**src/rtl/multi_blob_tracker.sv**
```systemverilog
// Multi-channel mask tracker: per-frame centroid, bounding box and found flag
// for CHANNELS masks, using one shared bit-serial restoring divider.
module multi_blob_tracker #(
    parameter int CHANNELS  = 4,
    parameter int H_WIDTH   = 11,
    parameter int V_WIDTH   = 10,
    parameter int WIDTH     = 1024,
    parameter int HEIGHT    = 768,
    parameter int MIN_COUNT = 16
) (
    input  logic                         clk_in,
    input  logic                         rst_in,
    input  logic [H_WIDTH-1:0]           x_in,
    input  logic [V_WIDTH-1:0]           y_in,
    input  logic [CHANNELS-1:0]          mask_in,
    input  logic                         tabulate_in,
    output logic                         busy_out,
    output logic                         valid_out,
    output logic                         overrun_out,
    output logic [CHANNELS-1:0]          found_out,
    output logic [CHANNELS*H_WIDTH-1:0]  x_com_out,
    output logic [CHANNELS*V_WIDTH-1:0]  y_com_out,
    output logic [CHANNELS*H_WIDTH-1:0]  left_out,
    output logic [CHANNELS*H_WIDTH-1:0]  right_out,
    output logic [CHANNELS*V_WIDTH-1:0]  top_out,
    output logic [CHANNELS*V_WIDTH-1:0]  bot_out
);

    localparam int CW  = $clog2(WIDTH*HEIGHT+1);
    localparam int SXW = H_WIDTH + CW;
    localparam int SYW = V_WIDTH + CW;
    localparam int NB  = (H_WIDTH > V_WIDTH) ? H_WIDTH : V_WIDTH;
    localparam int CHW = (CHANNELS > 1) ? $clog2(CHANNELS) : 1;
    localparam int CYW = $clog2(H_WIDTH+V_WIDTH+1);

    localparam logic [H_WIDTH:0] X_LIM   = (H_WIDTH+1)'(WIDTH);
    localparam logic [V_WIDTH:0] Y_LIM   = (V_WIDTH+1)'(HEIGHT);
    localparam logic [CYW-1:0]   X_LAST  = CYW'(H_WIDTH);
    localparam logic [CYW-1:0]   Y_LAST  = CYW'(H_WIDTH+V_WIDTH);
    localparam logic [CW-1:0]    MIN_CNT = CW'(MIN_COUNT);
    localparam logic [CHW-1:0]   CH_LAST = CHW'(CHANNELS-1);

    typedef enum logic [1:0] {IDLE, DIVIDE, DONE} state_t;
    state_t state, state_nx;

    logic [CW-1:0]      acc_cnt  [CHANNELS];
    logic [SXW-1:0]     acc_sx   [CHANNELS];
    logic [SYW-1:0]     acc_sy   [CHANNELS];
    logic [H_WIDTH-1:0] acc_minx [CHANNELS];
    logic [H_WIDTH-1:0] acc_maxx [CHANNELS];
    logic [V_WIDTH-1:0] acc_miny [CHANNELS];
    logic [V_WIDTH-1:0] acc_maxy [CHANNELS];

    logic [CW-1:0]      sh_cnt  [CHANNELS];
    logic [SXW-1:0]     sh_sx   [CHANNELS];
    logic [SYW-1:0]     sh_sy   [CHANNELS];
    logic [H_WIDTH-1:0] sh_minx [CHANNELS];
    logic [H_WIDTH-1:0] sh_maxx [CHANNELS];
    logic [V_WIDTH-1:0] sh_miny [CHANNELS];
    logic [V_WIDTH-1:0] sh_maxy [CHANNELS];

    logic [H_WIDTH-1:0]  st_x [CHANNELS];
    logic [V_WIDTH-1:0]  st_y [CHANNELS];
    logic [CHANNELS-1:0] st_found;

    logic [CHW-1:0] ch;
    logic [CYW-1:0] cyc;
    logic [CW-1:0]  rem, dvs, rem_nx, diff;
    logic [NB-1:0]  num_lo, quo, quo_nx;
    logic [CW:0]    trial;
    logic           ge, ch_found, in_range, accept;
    logic [CHANNELS-1:0] hit;

    assign in_range  = ({1'b0, x_in} < X_LIM) && ({1'b0, y_in} < Y_LIM);
    assign hit       = mask_in & {CHANNELS{in_range}};
    assign accept    = tabulate_in && (state == IDLE);
    assign busy_out  = (state != IDLE);
    assign valid_out = (state == DONE);
    assign ch_found  = (sh_cnt[ch] >= MIN_CNT);

    always_comb begin
        trial  = {rem, num_lo[NB-1]};
        ge     = (trial >= {1'b0, dvs});
        diff   = trial[CW-1:0] - dvs;
        rem_nx = ge ? diff : trial[CW-1:0];
        quo_nx = {quo[NB-2:0], ge};
    end

    always_ff @(posedge clk_in or negedge rst_in) begin
        if (!rst_in) begin
            state       <= IDLE;
            overrun_out <= 1'b0;
        end else begin
            state       <= state_nx;
            overrun_out <= tabulate_in && (state != IDLE);
        end
    end

    always_comb begin
        state_nx = state;
        case (state)
            IDLE:    if (tabulate_in) state_nx = DIVIDE;
            DIVIDE:  if (cyc == Y_LAST && ch == CH_LAST) state_nx = DONE;
            DONE:    state_nx = IDLE;
            default: state_nx = IDLE;
        endcase
    end

    // A strobe clears every channel, then the same cycle's pixel seeds the new frame.
    always_ff @(posedge clk_in or negedge rst_in) begin
        if (!rst_in) begin
            for (int unsigned c = 0; c < CHANNELS; c++) begin
                acc_cnt[c]  <= '0;
                acc_sx[c]   <= '0;
                acc_sy[c]   <= '0;
                acc_minx[c] <= '1;
                acc_maxx[c] <= '0;
                acc_miny[c] <= '1;
                acc_maxy[c] <= '0;
            end
        end else begin
            for (int unsigned c = 0; c < CHANNELS; c++) begin
                if (tabulate_in) begin
                    acc_cnt[c]  <= hit[c] ? CW'(1) : '0;
                    acc_sx[c]   <= hit[c] ? SXW'(x_in) : '0;
                    acc_sy[c]   <= hit[c] ? SYW'(y_in) : '0;
                    acc_minx[c] <= hit[c] ? x_in : '1;
                    acc_maxx[c] <= hit[c] ? x_in : '0;
                    acc_miny[c] <= hit[c] ? y_in : '1;
                    acc_maxy[c] <= hit[c] ? y_in : '0;
                end else if (hit[c]) begin
                    acc_cnt[c]  <= acc_cnt[c] + CW'(1);
                    acc_sx[c]   <= acc_sx[c] + SXW'(x_in);
                    acc_sy[c]   <= acc_sy[c] + SYW'(y_in);
                    if (x_in < acc_minx[c]) acc_minx[c] <= x_in;
                    if (x_in > acc_maxx[c]) acc_maxx[c] <= x_in;
                    if (y_in < acc_miny[c]) acc_miny[c] <= y_in;
                    if (y_in > acc_maxy[c]) acc_maxy[c] <= y_in;
                end
            end
        end
    end

    always_ff @(posedge clk_in or negedge rst_in) begin
        if (!rst_in) begin
            for (int unsigned c = 0; c < CHANNELS; c++) begin
                sh_cnt[c]  <= '0;
                sh_sx[c]   <= '0;
                sh_sy[c]   <= '0;
                sh_minx[c] <= '0;
                sh_maxx[c] <= '0;
                sh_miny[c] <= '0;
                sh_maxy[c] <= '0;
            end
        end else if (accept) begin
            sh_cnt  <= acc_cnt;
            sh_sx   <= acc_sx;
            sh_sy   <= acc_sy;
            sh_minx <= acc_minx;
            sh_maxx <= acc_maxx;
            sh_miny <= acc_miny;
            sh_maxy <= acc_maxy;
        end
    end

    // The last x step also loads the y dividend, so y needs no separate load cycle.
    always_ff @(posedge clk_in or negedge rst_in) begin
        if (!rst_in) begin
            ch        <= '0;
            cyc       <= '0;
            rem       <= '0;
            dvs       <= '0;
            num_lo    <= '0;
            quo       <= '0;
            st_found  <= '0;
            found_out <= '0;
            x_com_out <= '0;
            y_com_out <= '0;
            left_out  <= '0;
            right_out <= '0;
            top_out   <= '0;
            bot_out   <= '0;
            for (int unsigned c = 0; c < CHANNELS; c++) begin
                st_x[c] <= '0;
                st_y[c] <= '0;
            end
        end else if (state == DIVIDE) begin
            if (cyc == Y_LAST) begin
                cyc <= '0;
                ch  <= ch + CHW'(1);
            end else begin
                cyc <= cyc + CYW'(1);
            end
            if (cyc == '0) begin
                st_found[ch] <= ch_found;
                dvs    <= ch_found ? sh_cnt[ch] : CW'(1);
                rem    <= sh_sx[ch][H_WIDTH +: CW];
                num_lo <= NB'(sh_sx[ch][H_WIDTH-1:0]) << (NB-H_WIDTH);
                quo    <= '0;
            end else begin
                rem    <= rem_nx;
                num_lo <= num_lo << 1;
                quo    <= quo_nx;
                if (cyc == X_LAST) begin
                    st_x[ch] <= quo_nx[H_WIDTH-1:0];
                    rem      <= sh_sy[ch][V_WIDTH +: CW];
                    num_lo   <= NB'(sh_sy[ch][V_WIDTH-1:0]) << (NB-V_WIDTH);
                end
                if (cyc == Y_LAST) begin
                    st_y[ch] <= quo_nx[V_WIDTH-1:0];
                    if (ch == CH_LAST) begin
                        found_out <= st_found;
                        for (int unsigned c = 0; c < CHANNELS; c++) begin
                            if (st_found[c]) begin
                                x_com_out[c*H_WIDTH +: H_WIDTH] <= st_x[c];
                                y_com_out[c*V_WIDTH +: V_WIDTH] <=
                                    (CHW'(c) == ch) ? quo_nx[V_WIDTH-1:0] : st_y[c];
                                left_out[c*H_WIDTH +: H_WIDTH]  <= sh_minx[c];
                                right_out[c*H_WIDTH +: H_WIDTH] <= sh_maxx[c];
                                top_out[c*V_WIDTH +: V_WIDTH]   <= sh_miny[c];
                                bot_out[c*V_WIDTH +: V_WIDTH]   <= sh_maxy[c];
                            end
                        end
                    end
                end
            end
        end else begin
            ch  <= '0;
            cyc <= '0;
        end
    end

endmodule

```
**config.mk**
```make
export PLATFORM = sky130hd
export DESIGN_NAME = multi_blob_tracker
export DESIGN_NICKNAME = d
export VERILOG_FILES = /design/src/rtl/multi_blob_tracker.sv
export SDC_FILE = /design/constraint.sdc
export NUM_CORES = 2
export LEC_CHECK = 0
export CORE_UTILIZATION = 60
export CTS_CLUSTER_SIZE = 28
export DETAILED_ROUTE_END_ITERATION = 7
export GPL_ROUTABILITY_DRIVEN = 1
export PLACE_DENSITY = 0.84
export SETUP_SLACK_MARGIN = 0.4
export SLEW_MARGIN = 20
export SYNTH_ARGS = -nofsm -noshare
export SYNTH_HDL_FRONTEND = slang
export SYNTH_SLANG_ARGS = --single-unit
```
**constraint.sdc**
```tcl
create_clock -name clk_in -period 3.73 [get_ports clk_in]
set_input_delay 1.119 -clock clk_in [delete_from_list [all_inputs] [get_ports clk_in]]
set_output_delay 1.119 -clock clk_in [all_outputs]
set_load 0.01 [all_outputs]
```
# Word level (Yosys, flattened, before mapping)
# Index checks and enable logic that the tools add are counted.
[word_totals] reg_bits=1399 wordCells=342 output_inout_bits=259
[op_classes] n_reduce_logical=55 n_lt_le_gt_ge=24 n_addsub=15 n_bitwise=3 n_eq_ne=11 n_mux=136
[ops] operator="11-bit two-way mux" count=39
[ops] operator="10-bit two-way mux" count=42
[ops] operator="31-bit two-way mux" count=10
[ops] operator="30-bit two-way mux" count=10
[ops] operator="20-bit two-way mux" count=14
[ops] operator="31-bit by 11-bit adder with 31-bit output" count=4
[ops] operator="30-bit by 10-bit adder with 30-bit output" count=4
[ops] operator="20-bit by 1-bit adder with 20-bit output (second input constant)" count=4
[ops] operator="31-bit binary-select mux with 2-bit select" count=1
[ops] operator="30-bit binary-select mux with 2-bit select" count=1
[ops] operator="44-bit bitwise mux" count=1
[ops] operator="11-bit > comparator" count=4
[ops] operator="11-bit < comparator" count=4
[ops] operator="2-bit nonzero test" count=21
[ops] operator="20-bit binary-select mux with 2-bit select" count=1
[ops] operator="40-bit bitwise mux" count=1
[ops] operator="10-bit > comparator" count=4
[ops] operator="10-bit < comparator" count=4
[ops] operator="2-bit AND reduction" count=18
[ops] operator="11-bit demux with 2-bit select" count=1
[ops] operator="21-bit by 20-bit >= comparator with 1-bit output" count=1
[ops] operator="10-bit demux with 2-bit select" count=1
[ops] operator="20-bit by 5-bit >= comparator with 1-bit output (second input constant)" count=1
[ops] operator="5-bit AND reduction" count=4
[ops] operator="31 further kinds" count=49

# Logic depth before layout (Yosys ltp)
[logic_depth] word_depth=6 mapped_depth=13

# Worst setup path before layout
# OpenSTA, ideal clock, no wires.
[synth_path] path_kind="input -> register" from="input x_in[1]" to="register acc_sx[115] (netlist bit)" arrival_time_ns=3.617 n_path_buf=2 t_required_ns=3.605 setup_slack_ns=-0.011 cell_stages=12 cell_sequence="clkbuf_1 inv_1 fa_1 nor2b_1 o21ai_0 a21oi_1 o311a_1 nor2_1 o21a_1 buf_2 o31ai_1 mux2_2"
[synth_via] elab_chain_cells=4
[synth_rtl] item="start, declared" line="13" text="input logic [H_WIDTH-1:0] x_in,"
[synth_rtl] item="branches (longest 4 deep; another with 31-bit by 11-bit adder with 31-bit output)"
[synth_rtl] item="end signal, assigned by index" line="125" text="acc_sx[c] <= hit[c] ? SXW'(x_in) : '0;"
[synth_rtl] item="end signal, assigned by index" line="133" text="acc_sx[c] <= acc_sx[c] + SXW'(x_in);"
[synth_rtl] item="end, declared" line="47" text="logic [SXW-1:0] acc_sx [CHANNELS];"
# Several ways; the timed one is not identified. The select of a mux whose other input is x is not followed.
# A chain may end at the register's enable or synchronous reset.

# Worst setup path after layout
[layout_path] from="input x_in[1]" to="register acc_sx[117] (netlist bit)"
# Same word-level chain as after synthesis.

==> flow_metrics.py <==
metrics = {
    "power_and_ir_drop": {
        "clock_power_share_pct": 36.6,
        "power_density_mw_per_mm2": 512,
        "peakVddDrop_mv": 0.446,
        "switchingPower_uw": 11800,
        "leakage_uw": 0.0367,
        "sequentialPowerShare_pct": 44.9,
        "switching_share_pct": 29.2,
        "combinationalPowerShare_pct": 18.4,
        "p_int_uw": 28600,
        "p_total_uw": 40400,
    },
    "logic_synthesis": {
        "synth_edf_count": 0,
        "synthTopCellsByArea": "dfrtp_1, mux2_2, ha_1",
        "yosys.area.top_type_share_pct": 49.1,
        "synth_area_per_cell_um2": 11.9,
        "synth_most_common_cell": "dfrtp_1",
        "synth_common_cells": "dfrtp_1, mux2_2, nor2_1, nand2_1, ha_1",
        "synthArstFlopShare_pct": 100,
        "yosys.area.top_type": "dfrtp_1",
        "synthAdderAreaFrac_pct": 5.41,
        "seq_area_frac_synth_pct": 52.4,
        "synthMuxAreaShare_pct": 17.1,
        "syn_area_mm2": 0.0669,
        "synth-seq-cells": 1398,
        "synth_top_flop_cell": "dfrtp_1",
        "synth_top_family_by_area": "multiplexers",
        "synth_cells": 5617,
        "yosys_warnings": 0,
        "synth_compound_gate_area_share_pct": 10.2,
        "synth-simple-area-share_pct": 8.45,
        "syn_nets": 5929,
        "synth_cell_types": 94,
        "synth_xor_area_share_pct": 3.17,
    },
    "cells_and_area": {
        "syn2layout_area_growth_pct": 17.9,
        "fillers": 6805,
        "finalInstanceArea_mm2": 0.0789,
        "final_core_util_pct": 71.3,
        "drive_above_1_share_pct": 26.6,
        "nets": 6405,
    },
    "timing": {
        "tightestPinTransition_ns": 0.927,
        "tns_ns": 0,
        "fin_skew_ns": 0.0306,
        "finalHoldViolCount": 0,
        "setup_violations": 0,
        "relSlewSlack_pct": 38.2,
        "whs_ns": 0.336,
        "rsz0062_at_grt": "yes",
        "fin_crit_ns": 3.36,
        "timing.fmax_ghz": 0.298,
        "maxSlewViolCount": 0,
        "post-route-period-util_pct": 90.0,
    },
    "cts": {
        "cts_tree": "done",
        "clk_latency_ns": 0.78,
        "cts_max_level": 4,
        "ctsHoldBuffers": 0,
        "numCtsBuffers": 146,
        "clk_pin_slew_ns": 0.06,
        "root_buffer": "clkbuf_16",
        "clk_path_buf_depth": 3,
        "cts.sinks": 1398,
    },
    "route": {
        "drtIter0Drc": 4222,
        "via_per_inst": 6.28,
        "wirelength_um": 178000,
        "post-route-drc-count": 0,
        "dr.pass1.iters": 6,
        "wire_per_inst_um": 23.1,
        "ant_nets": 0,
        "vias": 48401,
    },
    "place": {
        "port-buffer-count": 286,
        "place.gp.congestion": 0.910,
        "place_area_mm2": 0.0737,
        "hpwl_um": 120000,
    },
    "die": {
        "core_area_mm2": 0.111,
        "die_w_um": 336,
        "io_pins": 287,
        "start_util_pct": 60.5,
        "dieHeight_um": 336,
        "std_cell_rows": 122,
        "fp.dieArea_mm2": 0.113,
    },
    "setup_path": {
        "path_class": "input port to register",
        "cp-start-kind": "input port",
        "cp_data_arrival_time_ns": 4.01,
        "cp.required_ns": 4.38,
        "crit_fanout": 4,
        "crit_path_end_kind": "register",
    },
    "global_routing": {
        "grt_pass1_vias": 49642,
        "grtUsageTotal_pct": 31.8,
        "grt_pass1_wl_um": 281000,
        "grt_overflow": 0,
        "grt_max_degree": 186,
        "antenna_found_initial": 8,
    },
    "run": {
        "max-cap-violations": 0,
    },
    "run_status": {
        "status": "complete, no violations",
    },
    "worst_hold_path": {
        "hold_class": "input port to asynchronous set/reset pin",
    },
}
power groups by stage:
stage / combinational (uW) / sequential, uW / clock, uW
3_5_place_dp: 7110 / 18300 / 0
2_1_floorplan: 5200 / 17600 / 0
6_report: 7460 / 18200 / 14800
4_1_cts: 7270 / 18100 / 14900
3_3_place_gp: 6780 / 18300 / 0
5_1_grt: 8120 / 18300 / 15500
flip-flops by register name, summed over array words and instances (netlist names), 44 cells and up:
name and flops:
sh_minx 44, acc_cnt 80, acc_sy 120, x_com_out 44
acc_maxx 44, sh_sx 124, sh_maxx 44, sh_cnt 80
acc_minx 44, left_out 44, acc_sx 124, st_x 44
right_out 44, sh_sy 120
logic make-up after synthesis:
family                     count (synthesis)
and+or+nand+nor                         1190
buffers and inverters                    529
adders and majority gates                284
muxes                                    943
DFF                                     1398
xor gates and xnor gates                 242
AOI/OAI and AO/OA                       1031
worst paths after layout:
path,to,slack (ns),depth (start not counted),start
hold reg to reg,found_out[0],0.48,2,found_out[0]
setup reg to reg,rem[17],0.52,9,rem[10]
setup / recovery,acc_sx[117],0.37,15,x_in[1]
min in group clk_in,found_out[0],0.48,2,found_out[0]
max in group asynchronous,acc_minx[15],2.30,3,rst_in
hold / removal,st_x[9],0.34,1,rst_in
layer usage:
layer	track usage, %	vias up	share of wire, %
met4	12.8	6	4.0
li1	-	21095	-
met1	41.8	24775	39
met5	0	-	0.025
met3	6.16	468	8.0
met2	52.1	2057	49
placed cells by master (no fill, tap or decap), types with 25 or more instances in the layout:
cell type and instances:
nor2b_1 53, nand2_1 332, xnor2_1 137, nand3_1 123
clkbuf_8 27, dfstp_2 84, a211oi_1 26, inv_1 232
xor2_1 105, buf_12 56, clkinv_2 25, o22ai_1 73
and3_1 59, a22o_1 87, nand4_1 49, nor3_1 42
mux2i_1 66, clkbuf_1 38, a21o_1 53, clkdlybuf4s50_1 281
or3_1 36, o22a_1 80, buf_4 273, a21oi_1 245
ha_1 274, o21ai_0 208, clkbuf_16 149, a31oi_1 26
o21a_1 41, nor2_1 349, dfrtp_1 1312, mux2_2 792
mux4_2 81
what timing repair did:
action,in CTS,in global routing
buffers inserted,3,1
pin swaps,5,18
resized for setup,30,49
endpoints found under the setup margin,109,143
cloned,0,2
layout make-up:
type,instances,area (um^2),share of cell area [%]
diodes,3,7.51,0.00951
clock buffers,214,4240,5.38
clock inverters,55,657,0.832
inverters,237,896,1.13
multi-input cells,3692,30100,38.1
flip-flops and latches,1398,35100,44.5
well taps,1488,1860,2.36
repair buffers,618,6090,7.71
through the flow:
stage	setup WS [ns]	instances
6_report	0.372	7705
5_1_grt	0.299	7704
4_1_cts	0.354	7699
3_5_place_dp	-0.647	7427
3_3_place_gp	-0.657	7427
2_1_floorplan	0.385	5617
critical path, stage by stage:
cell and delay [ns]:
clkdlybuf4s50_1 0.47, buf_6 0.14, inv_4 0.05, buf_12 0.12, fa_2 0.35, nor2b_2 0.13, o21ai_1 0.09, a21oi_1 0.15
buf_4 0.16, o311a_4 0.19, nor2_1 0.04, o21a_2 0.24, buf_4 0.15, o41ai_2 0.22, mux2_2 0.38
Power figures use the tool's default switching activity.
